**src/rtl/t8086_pkg.sv**
```systemverilog
// Shared definitions for the 8086-style front end: address width, reset vector
// and the prefetch fetch-control state encoding.
package t8086_pkg;

    localparam int          ADDR_W   = 20;
    localparam logic [15:0] RESET_CS = 16'hFFFF;
    localparam logic [15:0] RESET_IP = 16'h0000;

    typedef enum logic [1:0] {
        ST_IDLE  = 2'd0,
        ST_FETCH = 2'd1,
        ST_DRAIN = 2'd2
    } fetch_state_t;

    // Real-mode physical address; the carry out of bit 19 is dropped.
    function automatic logic [ADDR_W-1:0] phys_addr(input logic [15:0] cs, input logic [15:0] ip);
        return {cs, 4'b0000} + {4'b0000, ip};
    endfunction

endpackage

```
**src/rtl/prefetch_ring.sv**
```systemverilog
// Circular byte buffer with multi-byte push at the tail and multi-byte pop at the head.
// The caller guarantees pops never exceed count and pushes never overflow.
module prefetch_ring #(
    parameter int DEPTH       = 6,
    parameter int FETCH_BYTES = 1,
    parameter int PEEK        = 6
) (
    input  logic                         clk,
    input  logic                         rst,
    input  logic                         clear,
    input  logic                         push,
    input  logic [8*FETCH_BYTES-1:0]     push_data,
    input  logic [2:0]                   pop_n,
    output logic [8*PEEK-1:0]            peek,
    output logic [$clog2(DEPTH+1)-1:0]   count
);

    localparam int PW = $clog2(DEPTH);
    localparam int CW = $clog2(DEPTH+1);

    logic [7:0]    mem [DEPTH];
    logic [PW-1:0] head;
    logic [PW-1:0] tail;

    // DEPTH need not be a power of two, so wrap explicitly; off is always < DEPTH... or < 2*DEPTH - base.
    function automatic logic [PW-1:0] idx(input logic [PW-1:0] base, input int off);
        int s;
        s = int'(base) + off;
        if (s >= DEPTH) s = s - DEPTH;
        return PW'(s);
    endfunction

    always_ff @(posedge clk) begin
        if (push && !clear) begin
            for (int b = 0; b < FETCH_BYTES; b++)
                mem[idx(tail, b)] <= push_data[8*b +: 8];
        end
    end

    always_ff @(posedge clk or negedge rst) begin
        if (!rst) begin
            head  <= '0;
            tail  <= '0;
            count <= '0;
        end else if (clear) begin
            head  <= '0;
            tail  <= '0;
            count <= '0;
        end else begin
            if (push) tail <= idx(tail, FETCH_BYTES);
            head  <= idx(head, int'(pop_n));
            count <= CW'(int'(count) - int'(pop_n) + (push ? FETCH_BYTES : 0));
        end
    end

    // Lanes beyond the valid bytes read as zero so the decoder never sees stale data.
    always_comb begin
        peek = '0;
        for (int p = 0; p < PEEK; p++) begin
            if (p < int'(count)) peek[8*p +: 8] = mem[idx(head, p)];
        end
    end

endmodule

```
**src/rtl/prefetch_queue.sv**
```systemverilog
// Instruction prefetch queue: fetches code bytes from a one-cycle-latency ROM at
// CS:IP, presents the oldest PEEK bytes to the decoder and handles redirects.
module prefetch_queue
    import t8086_pkg::*;
#(
    parameter int DEPTH       = 6,
    parameter int FETCH_BYTES = 1,
    parameter int PEEK        = 6
) (
    input  logic                         clk,
    input  logic                         rst,
    output logic                         rom_en,
    output logic [19:0]                  rom_addr,
    input  logic [8*FETCH_BYTES-1:0]     rom_data,
    input  logic                         flush,
    input  logic [15:0]                  flush_cs,
    input  logic [15:0]                  flush_ip,
    output logic [8*PEEK-1:0]            q_data,
    output logic [$clog2(DEPTH+1)-1:0]   q_count,
    output logic [15:0]                  q_ip,
    input  logic [2:0]                   pop_cnt,
    output logic                         pop_err,
    output logic [1:0]                   dbg_state
);

    fetch_state_t      state;
    fetch_state_t      state_next;
    logic [ADDR_W-1:0] fetch_addr;
    logic              inflight;
    logic              pop_bad;
    logic              pop_ok;
    logic              push;
    logic              has_room;
    logic [2:0]        pop_n;
    int                room;

    // FETCH means a request went out last cycle, so its data is on rom_data now.
    assign inflight = (state == ST_FETCH);
    assign pop_bad  = (int'(pop_cnt) > int'(q_count)) || (int'(pop_cnt) > PEEK);
    assign pop_ok   = !pop_bad && !flush;
    assign pop_n    = pop_ok ? pop_cnt : 3'd0;
    assign push     = inflight && !flush;
    assign room     = DEPTH - int'(q_count) - (inflight ? FETCH_BYTES : 0);
    assign has_room = (room >= FETCH_BYTES);

    assign rom_en    = rst && has_room && !flush && !pop_bad;
    assign rom_addr  = fetch_addr;
    assign pop_err   = rst && pop_bad;
    assign dbg_state = state;

    always_comb begin
        state_next = state;
        if (flush)       state_next = ST_DRAIN;
        else if (rom_en) state_next = ST_FETCH;
        else             state_next = ST_IDLE;
    end

    always_ff @(posedge clk or negedge rst) begin
        if (!rst) begin
            state      <= ST_IDLE;
            fetch_addr <= phys_addr(RESET_CS, RESET_IP);
            q_ip       <= RESET_IP;
        end else begin
            state <= state_next;
            if (flush) begin
                fetch_addr <= phys_addr(flush_cs, flush_ip);
                q_ip       <= flush_ip;
            end else begin
                if (rom_en) fetch_addr <= fetch_addr + ADDR_W'(FETCH_BYTES);
                if (pop_ok) q_ip <= q_ip + 16'(pop_cnt);
            end
        end
    end

    prefetch_ring #(
        .DEPTH      (DEPTH),
        .FETCH_BYTES(FETCH_BYTES),
        .PEEK       (PEEK)
    ) u_ring (
        .clk      (clk),
        .rst      (rst),
        .clear    (flush),
        .push     (push),
        .push_data(rom_data),
        .pop_n    (pop_n),
        .peek     (q_data),
        .count    (q_count)
    );

endmodule

```
**config.mk**
```make
export PLATFORM = sky130hd
export DESIGN_NAME = prefetch_queue
export DESIGN_NICKNAME = d
export VERILOG_FILES = /design/src/rtl/t8086_pkg.sv /design/src/rtl/prefetch_ring.sv /design/src/rtl/prefetch_queue.sv
export SDC_FILE = /design/constraint.sdc
export NUM_CORES = 1
export LEC_CHECK = 0
export CORE_MARGIN = 2
export CORE_UTILIZATION = 58
export DETAILED_ROUTE_END_ITERATION = 12
export MAX_ROUTING_LAYER = met4
export PLACE_DENSITY = 0.88
export RECOVER_POWER = 100
export SLEW_MARGIN = 10
export SYNTH_ARGS = -nofsm -noshare
export SYNTH_HDL_FRONTEND = slang
export SYNTH_SLANG_ARGS = --single-unit
```
**constraint.sdc**
```tcl
create_clock -name clk -period 6.7 [get_ports clk]
set_input_delay 1.34 -clock clk [delete_from_list [all_inputs] [get_ports clk]]
set_output_delay 1.34 -clock clk [all_outputs]
set_load 0.005 [all_outputs]
```
Word level (Yosys, flattened, before mapping)
Memories as Yosys holds them, arrays and structs flattened.
Cells that the tools add are included.

word-level totals
  bits of input ports = 46
  memories kept = 1
  RAM bits = 48
  word-level logic and storage cells = 99
  output and inout bits = 91
  register bits = 47

operators by class
  add/subtract/negate cells = 23
  reductions and logical operators = 13
  equal/unequal tests = 1
  mux-type cells = 37
  magnitude comparators = 18

memory list
  name        words  bits a word  read ports  clocked after Yosys merged registers in  write ports  line                 RTL
  u_ring.mem  6      8            6           0                                        1            prefetch_ring.sv:21  logic [7:0] mem [DEPTH];

operator list
  kind                                                       number
  two-way mux 3 bit                                          21
  two-way mux 8 bit                                          6
  two-way mux 20 bit                                         2
  two-way mux 16 bit                                         2
  >= comparator 4 x 3 -> 1 bit, second input constant        7
  subtractor 3 x 2 -> 3 bit, second input constant           7
  adder 20 x 1 -> 20 bit, second input constant              1
  adder 20 x 16 -> 20 bit                                    1
  adder 16 x 3 -> 16 bit                                     1
  adder 3 x 1 -> 4 bit, second input constant                2
  adder 3 x 2 -> 4 bit, second input constant                2
  adder 3 x 3 -> 4 bit, second input constant                2
  logical AND 1 bit                                          7
  >= comparator 3 bit, second input constant                 2
  less-than comparator 1 x 3 -> 1 bit, first input constant  2
  less-than comparator 2 x 3 -> 1 bit, first input constant  2
  less-than comparator 3 bit, first input constant           2
  nonzero test 2 bit                                         3
  subtractor 3 bit, second input constant                    2
  >= comparator 5 x 2 -> 1 bit, second input constant        1
  two-way mux 1 bit                                          5
  subtractor 4 x 2 -> 5 bit                                  1
  adder 3 x 3 -> 4 bit                                       1
  subtractor 3 x 3 -> 4 bit, first input constant            1
  8 further kinds                                            9

Depth between registers and ports, before layout
Gate-level depths: netlist of run 1.

  depth in word-level cells = 9
  depth in mapped cells = 19
  depth with buffers taken out = 15

By module
Synthesis of run 1 repeated with hierarchy kept, for this count alone.

unflattened totals
  cell total of the unflattened synthesis = 780
  area total of the unflattened synthesis = 7407.1 µm²

modules (own cells, without submodules)
  module          instances  cells each  seq. area each (µm²)  area an instance (µm²)
  prefetch_ring   1          415         1666.6                4219.0
  prefetch_queue  1          365         970.9                 3188.1

Least setup slack after synthesis of run 1
No wires, ideal clock.

  kind = input port to flip-flop
  from = in pop_cnt[1]
  to = reg u_ring.count[2]
  arrival time = 4280 ps
  buffers on the path = 3
  cell stages on the path = 16
  slack = 2342 ps
  setup time = 78 ps
  required time = 6622 ps
  cell sequence = ha_1 a211o_1 a32o_1 buf_6 buf_4 buf_2 nor3_1 ha_1 inv_1 ha_1 inv_1 fa_1 xnor2_1 xnor2_1 or3_1 a21oi_1

between the ends
  longest elaborated chain between the ends = 8
  elaborated cells between the ends (all ways) = 9
  those cells by class = add/sub: 2; order compare: 2; mux: 2; reduce/logical: 3

ends and longest elaborated chain
  what                           line                  RTL
  start: declaration             prefetch_queue.sv:21  input logic [2:0] pop_cnt,
  greater-than comparator 3 bit  prefetch_queue.sv:39  assign pop_bad = (int'(pop_cnt) > int'(q_count)) || (int'(pop_cnt) > PEEK);
  logical OR 1 bit               prefetch_queue.sv:39
  logical NOT 1 bit              prefetch_queue.sv:40  assign pop_ok = !pop_bad && !flush;
  logical AND 1 bit              prefetch_queue.sv:40
  two-way mux 3 bit (*)          prefetch_queue.sv:41  assign pop_n = pop_ok ? pop_cnt : 3'd0;
  subtractor 3 bit (*)           prefetch_ring.sv:52   count <= CW'(int'(count) - int'(pop_n) + (push ? FETCH_BYTES : 0));
  adder 3 bit (*)                prefetch_ring.sv:52
  two-way mux 3 bit (*)          prefetch_ring.sv:45   end else if (clear) begin
  end signal: assignment         prefetch_ring.sv:52
  end: declaration               prefetch_ring.sv:15   output logic [$clog2(DEPTH+1)-1:0] count

Mark *: on every way between the ends. The rest lies on a longest branch, timed or not.
A chain may end at the register's enable or synchronous reset.

Worst setup path after layout of run 1
  from = reg u_ring.head[0]
  to = out q_data[46]

between the ends
  longest elaborated chain between the ends = 6
  elaborated cells between the ends (all ways) = 7
  those cells by class = add/sub: 2; order compare: 1; mux: 3; memory: 1

ends and longest elaborated chain
  what                                                                              line                  RTL
  start: declaration                                                                prefetch_ring.sv:22   logic [PW-1:0] head;
  start signal: assignment                                                          prefetch_ring.sv:51   head <= idx(head, int'(pop_n));
  adder 3 x 3 -> 4 bit (*)                                                          prefetch_ring.sv:28   s = int'(base) + off;
  >= comparator 4 x 3 -> 1 bit / subtractor 3 x 2 -> 3 bit (equally long branches)  prefetch_ring.sv:29   if (s >= DEPTH) s = s - DEPTH;
  two-way mux 3 bit (*)                                                             prefetch_ring.sv:29
  two-way mux 3 bit (*)                                                             prefetch_ring.sv:60   if (p < int'(count)) peek[8*p +: 8] = mem[idx(head, p)];
  memory (6 x 8 bit) (*)                                                            n/a
  two-way mux 8 bit (*)                                                             prefetch_ring.sv:60
  end: declaration                                                                  prefetch_queue.sv:18  output logic [8*PEEK-1:0] q_data,

Mark *: on every way between the ends. The rest lies on a longest branch, timed or not. The select of a mux whose other input is x is not followed.

==> reports/metrics.yaml, run 1 <==
synth_edf_count: 48
cts_max_level: 3
synthesis.area_mm2: 0.007276
ys_seq_elements: 95
clock-sinks: 95
synthFlopType: "edfxtp_1"
numCtsBuffers: 9
setup_viol: 0
min_period_over_period: 0.8395
cts_tree: "yes"
final_common_cell: "nor2_1"
cp_max_fo: 57
synth_seq_area_share: 0.3625
rsz0062_at_grt: "no"
fp.dieW_um: 116
clk_latency_ns: 0.35
fin_skew_ns: 0.01070
gp_congestion: 0.8889
drt_wl_total_um: 19730
worst_slew_pin_slew_ns: 2.262
violations: "capacitance limit, slew limit"
critical_path_class: "register to output pin"
dieArea_mm2: 0.01346
post_cts_buffers: 0
grt_use_total: 0.3050
design.core.area_mm2: 0.01211
grt_pass1_wl_um: 30810
postRouteAntennaNets: 0
async_reset_ff_frac: 0.4947
wire_per_inst_um: 18.82
cp_data_required_time_ns: 5.36
cts_hold_buffers: 0
fin_crit_ns: 5.625
cts_root_buf: "clkbuf_16"
cts_buffer_depth: 2
crit_path_end_kind: "output pin"
path_clk_slew_ns: 0.07
antenna_found_initial: 1
total_power_mw: 2.567
die_y_um: 116
nets: 965
start_util: 0.6007
drt-pass1-iter-count: 6
peakVddDrop_uv: 128.9
powerDensity_mw_per_mm2: 284.6
ys_types: 60
remaining_drc_errors: 0
synthCells: 756
post_cts_resize_count: 0
fin_tns_setup_ns: 0
port_buffers: 136
maxCapViolCount: 2
arrival_ns: 4.28
via_per_inst: 6.107
first_iter_violations: 710
holdWs_ns: 0.5902
hold_path.class: "register to register"
area_growth_pct: 23.94
layout_common_cells: "85 x nor2_1, 82 x dlygate4sd3_1, 59 x mux2i_1"
status: "complete, but fails checks"
p_leak_nw: 3.560
hold_violations: 0
vias: 6400
rows: 40
max-slew-margin-rel: -0.5081
grt_pass1_vias: 6228
grt_overflow: 0
fmax_mhz: 177.8
syn_area_per_cell_um2: 9.624
reg2reg_slack_ns: 2.82
syn_nets: 847
dp_hpwl_um: 14470
grt_max_degree: 58
ys_warn_count: 0
startpoint_type: "register"
layout-drive-gt1-share: 0.09898
maxSlewViolCount: 74
io_pins: 137
-- synth_stat cells, drive strengths merged, types with 18 or more instances --
cell type  count  area share
a21oi         40       0.028
mux2          51       0.079
mux2i         59       0.081
nor2          85       0.044
inv           38       0.020
nor4          18       0.018
nand2         45       0.023
o21ai         34       0.023
ha            41       0.071
edfxtp        48        0.20
dfrtp         31        0.11
xnor2         36       0.045
a211oi        28       0.029
nor3          20       0.014
clkbuf        18      0.0093
-- path summary, 6_finish.rpt --
check,start,cells past startpoint,endpoint
worst max-delay path,u_ring.head[0],7,q_data[46]
worst min-delay path,rom_addr[13],2,rom_addr[13]
worst max register to register,u_ring.count[1],14,u_ring.count[2]
worst min register to register,rom_addr[13],2,rom_addr[13]
max in group asynchronous,rst,2,u_ring.head[0]
min in group asynchronous,rst,2,q_ip[1]
-- worst max-delay path, cell delays in order (launching register included) --
cell and delay [ns]:
dfrtp_2 0.35, clkbuf_2 1.00, ha_1 0.43, nor2_1 0.08
a21oi_1 0.98, mux2_2 0.43, nor2_1 0.07, dlygate4sd3_1 0.57
-- power by group --
group / internal [mW] / leakage, nW / switching (mW)
Sequential: 0.673 / 0.977 / 0.0886
Clock: 0.324 / 0.161 / 0.221
Combinational: 0.591 / 2.42 / 0.668
-- per-layer routing --
metal | global-route usage | part of all wire | up-vias
li1 | - | - | 2989
met1 | 0.3946 | 0.42 | 3041
met2 | 0.4936 | 0.49 | 328
met3 | 0.03243 | 0.072 | 42
met4 | 0.1246 | 0.022 | 0
met5 | - | 0 | -
-- flip-flops by register name, summed over array words and instances, names as in the netlist --
register	cells
u_ring.count	3
u_ring.mem	48
q_ip	16
rom_addr	20
u_ring.tail	3
u_ring.head	3
dbg_state	2
-- layout make-up --
type                       count  area [um^2]
sequential                    95         2639
antenna                        1        2.502
clock buffer                  11        264.0
multi-input combinational    588         4313
tap                          168        210.2
timing repair buffer         141         1381
clock inverter                 5        61.31
inverter                      39        146.4
fill                         830         3094
-- stage by stage --
step	instances	utilization	worst slack, ns	cell area [um^2]
floorplan	756	-	2.342	7276
global placement	1031	0.7187	1.656	8705
detailed placement	1031	0.7187	1.551	8705
CTS	1047	0.7456	1.498	9030
global route	1048	0.7445	0.8456	9017
finish	1048	0.7445	1.075	9017
-- cells by family (layout without fill, tap and decap cells) --
logic type	Yosys count	in the layout	share of synthesized area
buffers and inverters	73	196	0.04368
xor gates and xnor gates	42	42	0.05262
other	0	1	0
DFF	95	95	0.3625
and+or+nand+nor	238	238	0.1587
AOI/OAI and AO/OA	153	153	0.1408
muxes	110	110	0.1601
adders and majority gates	45	45	0.08151
No activity file was read; power rests on OpenSTA's default activity.
==> run 2: changes to the inputs <==
--- a/config.mk
+++ b/config.mk
@@ -6,10 +6,10 @@
 export NUM_CORES = 1
 export LEC_CHECK = 0
 export CORE_MARGIN = 2
-export CORE_UTILIZATION = 58
+export CORE_UTILIZATION = 48
 export DETAILED_ROUTE_END_ITERATION = 12
 export MAX_ROUTING_LAYER = met4
-export PLACE_DENSITY = 0.88
+export PLACE_DENSITY = 0.77
 export RECOVER_POWER = 100
 export SLEW_MARGIN = 10
 export SYNTH_ARGS = -nofsm -noshare
==> constraint.sdc (replaced) <==
create_clock -name clk -period 4.6 [get_ports clk]
set_input_delay 0.92 -clock clk [delete_from_list [all_inputs] [get_ports clk]]
set_output_delay 0.92 -clock clk [all_outputs]
set_load 0.005 [all_outputs]
==> run 2 against run 1 <==
Compared with the run above:
- power rose by 40%
- utilization fell by 13 points
- critical endpoint is now q_data[40]
- the run still ends with capacitance limit, slew limit left
- clock skew shrank 0.0057 ns
- sequential power grew 44%
- first-iteration DRC count is 45% lower
- highest routed layer unchanged
- flip-flop and latch count unchanged
- die area rose by 20%
- global-route usage decreased by 6.5 points
- via count down 4.5%
- setup slack worse by 0.80 ns
- register-to-register slack got worse by 2.0 ns
- clock power grew 24%
==> reports/metrics.yaml, run 2 (synthesis results as in run 1) <==
postRouteAntennaNets: 0  # unchanged
first_iter_violations: 392  # -45%
holdWs_ns: 0.5888  # -0.001466 ns
fin_tns_setup_ns: 0  # unchanged
critical_path_class: "register to output pin"
numCtsBuffers: 9  # unchanged
grt_max_degree: 56  # -3.4%
n_antenna_cell: 0  # -1
maxCapViolCount: 2  # unchanged
layout_common_cells: "85 x nor2_1, 78 x dlygate4sd3_1, 59 x mux2i_1"
grt_pass1_wl_um: 30010  # -2.6%
crit_path_end_kind: "output pin"
clk_latency_ns: 0.35  # about the same
hold_start: "rom_addr[13]"
layout-drive-gt1-share: 0.09762  # -0.001360
grt_pass1_vias: 5816  # -6.6%
cp_data_required_time_ns: 3.68  # -1.68 ns
cts_hold_buffers: 0  # unchanged
antenna_found_initial: 0  # -1
wire_per_inst_um: 17.47  # -7.2%
r2r-start: "u_ring.count[2]"
remaining_drc_errors: 0  # unchanged
clock-sinks: 95  # unchanged
die_y_um: 127.1  # +9.6%
design.core.area_mm2: 0.01464  # +21%
post_cts_buffers: 0  # unchanged
critPathLaunch: "u_ring.head[2]"
io_pins: 137  # unchanged
startpoint_type: "register"
cts_root_buf: "clkbuf_16"
final_util: 0.6124  # -0.1321
min_period_over_period: 0.9401
peakVddDrop_uv: 177.2  # +37%
path_clk_slew_ns: 0.06  # about the same
rows: 44  # +10%
worst_slew_pin_slew_ns: 1.755  # -0.5076 ns
rsz0062_at_grt: "no"
nets: 968  # +0.31%
hold_path.class: "register to register"
p_leak_nw: 3.522  # -1.1%
via_per_inst: 5.739  # -6.0%
post_cts_resize_count: 0  # unchanged
cp_max_fo: 8  # -86%
fp.dieW_um: 127.1  # +9.6%
max-slew-margin-rel: -0.1697  # +0.3384
vias: 6112  # -4.5%
start_util: 0.4968  # -0.1039
fmax_mhz: 231.2
fin_crit_ns: 4.325
drt_wl_total_um: 18610  # -5.7%
status: "complete, but fails checks"
dp_hpwl_um: 13860  # -4.2%
setup_viol: 0  # unchanged
largest_reg_flops: 48  # unchanged
dieArea_mm2: 0.01616  # +20%
fin_area_mm2: 0.008969  # -0.54%
violations: "capacitance limit, slew limit"
port_buffers: 136  # unchanged
regMostFlops: "u_ring.mem"
cts_max_level: 3  # unchanged
grt_overflow: 0  # unchanged
powerDensity_mw_per_mm2: 399.8  # +40%
hold_violations: 0  # unchanged
drt-pass1-iter-count: 5  # -1
gp_congestion: 0.8694  # -2.2%
maxSlewViolCount: 83  # +12%
cts_tree: "yes"
arrival_ns: 3.40  # -0.88 ns
cts_buffer_depth: 2  # unchanged
grt_use_total: 0.2403  # -0.06468
fin_skew_ns: 0.005034  # -0.005665 ns
placed_area_mm2: 0.008748  # +0.50%
final_common_cell: "nor2_1"
area_growth_pct: 23.27
run 2: routing by layer:
layer  global-route usage  up-vias  routed length (um)
met5                    -        -                   0
li1                     -     2996                   -
met2               0.3801      202                8832
met3              0.04355       17                1127
met1               0.3231     2897                8435
met4              0.05947        0                 210
run 2: worst max-delay path: stages, from the launching register on:
cell and delay, ns:
dfrtp_1 0.58, inv_1 0.22, ha_1 0.26, a21oi_1 0.27, a21oi_1 0.16, a31oi_4 0.45
mux2i_1 0.15, a211oi_1 0.35, dlygate4sd3_1 0.63
run 2: path summary, 6_finish.rpt:
check,endpoint,slack (ns),cells after the start
max,q_data[40],0.28,8
min,rom_addr[13],0.59,2
max reg2reg,u_ring.count[2],0.85,12
min reg2reg,rom_addr[13],0.59,2
max in group asynchronous,u_ring.head[0],3.35,2
min in group asynchronous,u_ring.head[2],0.81,2
run 2: final cells by class:
type / count / area (um^2)
Fill cell: 1242 / 5675
Multi-Input combinational cell: 588 / 4290
Sequential cell: 95 / 2639
Timing Repair Buffer: 144 / 1399
Tap cell: 184 / 230.2
Clock buffer: 9 / 225.2
Inverter: 39 / 146.4
Clock inverter: 6 / 38.79
run 2: report_power, final:
part / internal [mW] / leakage [nW] / switching, mW / total, mW
sequential: 0.981 / 0.977 / 0.119 / 1.10
clock: 0.360 / 0.123 / 0.317 / 0.677
combinational: 0.862 / 2.42 / 0.946 / 1.81
run 2: per-stage QoR:
| step | worst slack [ns] | power (mW) | std cells |
|---|---|---|---|
| 6_report | 0.2755 | 3.586 | 1065 |
| 3_3_place_gp | 0.3453 | 2.974 | 1050 |
| 4_1_cts | 0.3790 | 3.679 | 1065 |
| 5_1_grt | 0.1525 | 3.814 | 1065 |
| 2_1_floorplan | 0.6618 | 2.310 | 756 |
| 3_5_place_dp | 0.2580 | 3.003 | 1050 |
==> run 3: changes to the inputs <==
==> constraint.sdc (replaced) <==
create_clock -name clk -period 4.6 [get_ports clk]
set_input_delay 0.69 -clock clk [delete_from_list [all_inputs] [get_ports clk]]
set_output_delay 0.69 -clock clk [all_outputs]
set_load 0.005 [all_outputs]
==> run 3 against run 2 <==
Compared with the run above:
- the run still ends with capacitance limit, slew limit left
- die area did not move
- routed wire length increased by 1.0%
- largest power group unchanged
- design area rose by 0.36%
- sequential power about the same
- utilization is 0.22 points higher
- sequential share of layout area is 0.11 points lower
- first-iteration DRC count fell by 8.9%
- via count increased by 0.79%
==> reports/metrics.yaml, run 3 (synthesis results as in run 1) <==
status: "complete, but fails checks"
violations: "capacitance limit, slew limit"
first_iter_violations: 357  # -8.9%
path_clk_slew_ns: 0.07  # about the same
grt_max_degree: 51  # -8.9%
clk_latency_ns: 0.35  # about the same
drt_wl_total_um: 18800  # +1.0%
post_cts_resize_count: 0  # unchanged
cts_tree: "yes"
wire_per_inst_um: 17.62  # +0.84%
fin_skew_ns: 0.007224  # +0.002189 ns
via_per_inst: 5.773  # +0.60%
layout.cells.non_filler: 1067  # +0.19%
die_y_um: 127.1  # unchanged
fin_crit_ns: 4.338  # +0.01355 ns
dp_hpwl_um: 13990  # +0.96%
area_growth_pct: 23.71
worst_slew_pin_slew_ns: 1.897  # +0.1426 ns
fp.dieW_um: 127.1  # unchanged
arrival_ns: 3.65  # +0.25 ns
numCtsBuffers: 9  # unchanged
grt_pass1_wl_um: 29760  # -0.83%
startpoint_type: "register"
maxSlewViolCount: 51  # -39%
maxCapViolCount: 1  # -1
final_common_cell: "nor2_1"
cts_root_buf: "clkbuf_16"
port_buffers: 136  # unchanged
rows: 44  # unchanged
pre_cts_ws_ns: 0.5467  # +0.2888 ns
drt-pass1-iter-count: 4  # -1
start_util: 0.4968  # unchanged
hold_path.class: "primary input to asynchronous set/reset pin"
grt_use_total: 0.2404  # about the same
cts_max_level: 3  # unchanged
nets: 969  # +0.10%
layout-drive-gt1-share: 0.1019  # +0.004309
final_util: 0.6147  # +0.002222
fin_tns_setup_ns: 0  # unchanged
vias: 6160  # +0.79%
dieArea_mm2: 0.01616  # unchanged
gp_congestion: 0.8714  # +0.23%
cts_hold_buffers: 0  # unchanged
cp_data_required_time_ns: 3.91  # +0.23 ns
critical_path_class: "register to output pin"
min_period_over_period: 0.9431  # +0.002945
fmax_mhz: 230.5  # -0.31%
largest_reg_flops: 48  # unchanged
crit_path_end_kind: "output pin"
layout_common_cells: "85 x nor2_1, 74 x dlygate4sd3_1, 60 x clkdlybuf4s50_1"
remaining_drc_errors: 0  # unchanged
finalWorstSetupSlack_ns: 0.2619  # -0.01355 ns
hold_violations: 0  # unchanged
setup_viol: 0  # unchanged
grt_pass1_vias: 5897  # +1.4%
design.core.area_mm2: 0.01464  # unchanged
dp.cells: 1051  # +0.095%
regMostFlops: "u_ring.mem"
powerDensity_mw_per_mm2: 404.9  # +1.3%
peakVddDrop_uv: 199.6  # +13%
cts_buffer_depth: 2  # unchanged
io_pins: 137  # unchanged
rsz0062_at_grt: "no"
postRouteAntennaNets: 0  # unchanged
p_leak_nw: 3.520  # about the same
post_cts_buffers: 0  # unchanged
grt_overflow: 0  # unchanged
max-slew-margin-rel: -0.2648  # -0.09504
holdWs_ns: 0.2719  # -0.3168 ns
antenna_found_initial: 0  # unchanged
fillerInstances: 1241  # -0.081%
cp_max_fo: 34  # +26
clock-sinks: 95  # unchanged
n_antenna_cell: 0  # unchanged
## run 3: cell types whose count changed in the layout (fill, tap and decap cells not counted), sizes merged
cell	change
dlygate4sd3	-4
buf	+2
clkdlybuf4s50	+4
clkinv	-2
inv	+3
clkinvlp	-1
## run 3: worst paths after layout
kind	startpoint	endpoint	slack [ns]	cells after the start
setup / recovery	u_ring.head[0]	q_data[15]	0.26	7
hold / removal	rst	q_ip[0]	0.27	1
setup reg to reg	u_ring.count[2]	u_ring.count[2]	0.89	12
hold reg to reg	rom_addr[13]	rom_addr[13]	0.58	2
max in group asynchronous	rst	u_ring.head[0]	3.37	2
min in group clk	rom_addr[13]	rom_addr[13]	0.58	2
## run 3: final cells by class
class | count | area (um^2) | share of cell area
Multi-Input combinational cell | 588 | 4277 | 0.4751
Sequential cell | 95 | 2639 | 0.2932
Timing Repair Buffer | 145 | 1410 | 0.1567
Clock buffer | 10 | 250.2 | 0.02780
Tap cell | 184 | 230.2 | 0.02558
Inverter | 39 | 146.4 | 0.01626
Clock inverter | 6 | 48.80 | 0.005421
## run 3: per-layer routing
layer  vias up  global-route usage  wire length, um
met2       185              0.3767             8832
li1       3005                   -                -
met5         -                   -                0
met1      2935              0.3193             8522
met4         0             0.09244              467
met3        35             0.03350              975
## run 3: power by group
| part | internal (mW) | switching [mW] | total, mW | leakage [nW] |
|---|---|---|---|---|
| Sequential | 0.982 | 0.124 | 1.11 | 0.978 |
| Clock | 0.406 | 0.339 | 0.745 | 0.143 |
| Combinational | 0.859 | 0.935 | 1.79 | 2.40 |
| Total | 2.25 | 1.40 | 3.64 | 3.52 |
## run 3: through the flow
step / total power [mW] / cell area [um^2]
finish: 3.645 / 9001
global route: 3.863 / 9001
CTS: 3.751 / 9055
detailed placement: 2.997 / 8756
global placement: 2.969 / 8756
floorplan: 2.310 / 7276
## run 3: worst max-delay path, cell delays in order (launching register included)
cell	delay, ns
dfrtp_2	0.35
buf_4	0.29
clkbuf_2	0.72
nand2_1	0.20
a31oi_2	0.70
mux2i_1	0.17
o22ai_1	0.28
clkdlybuf4s50_1	0.56
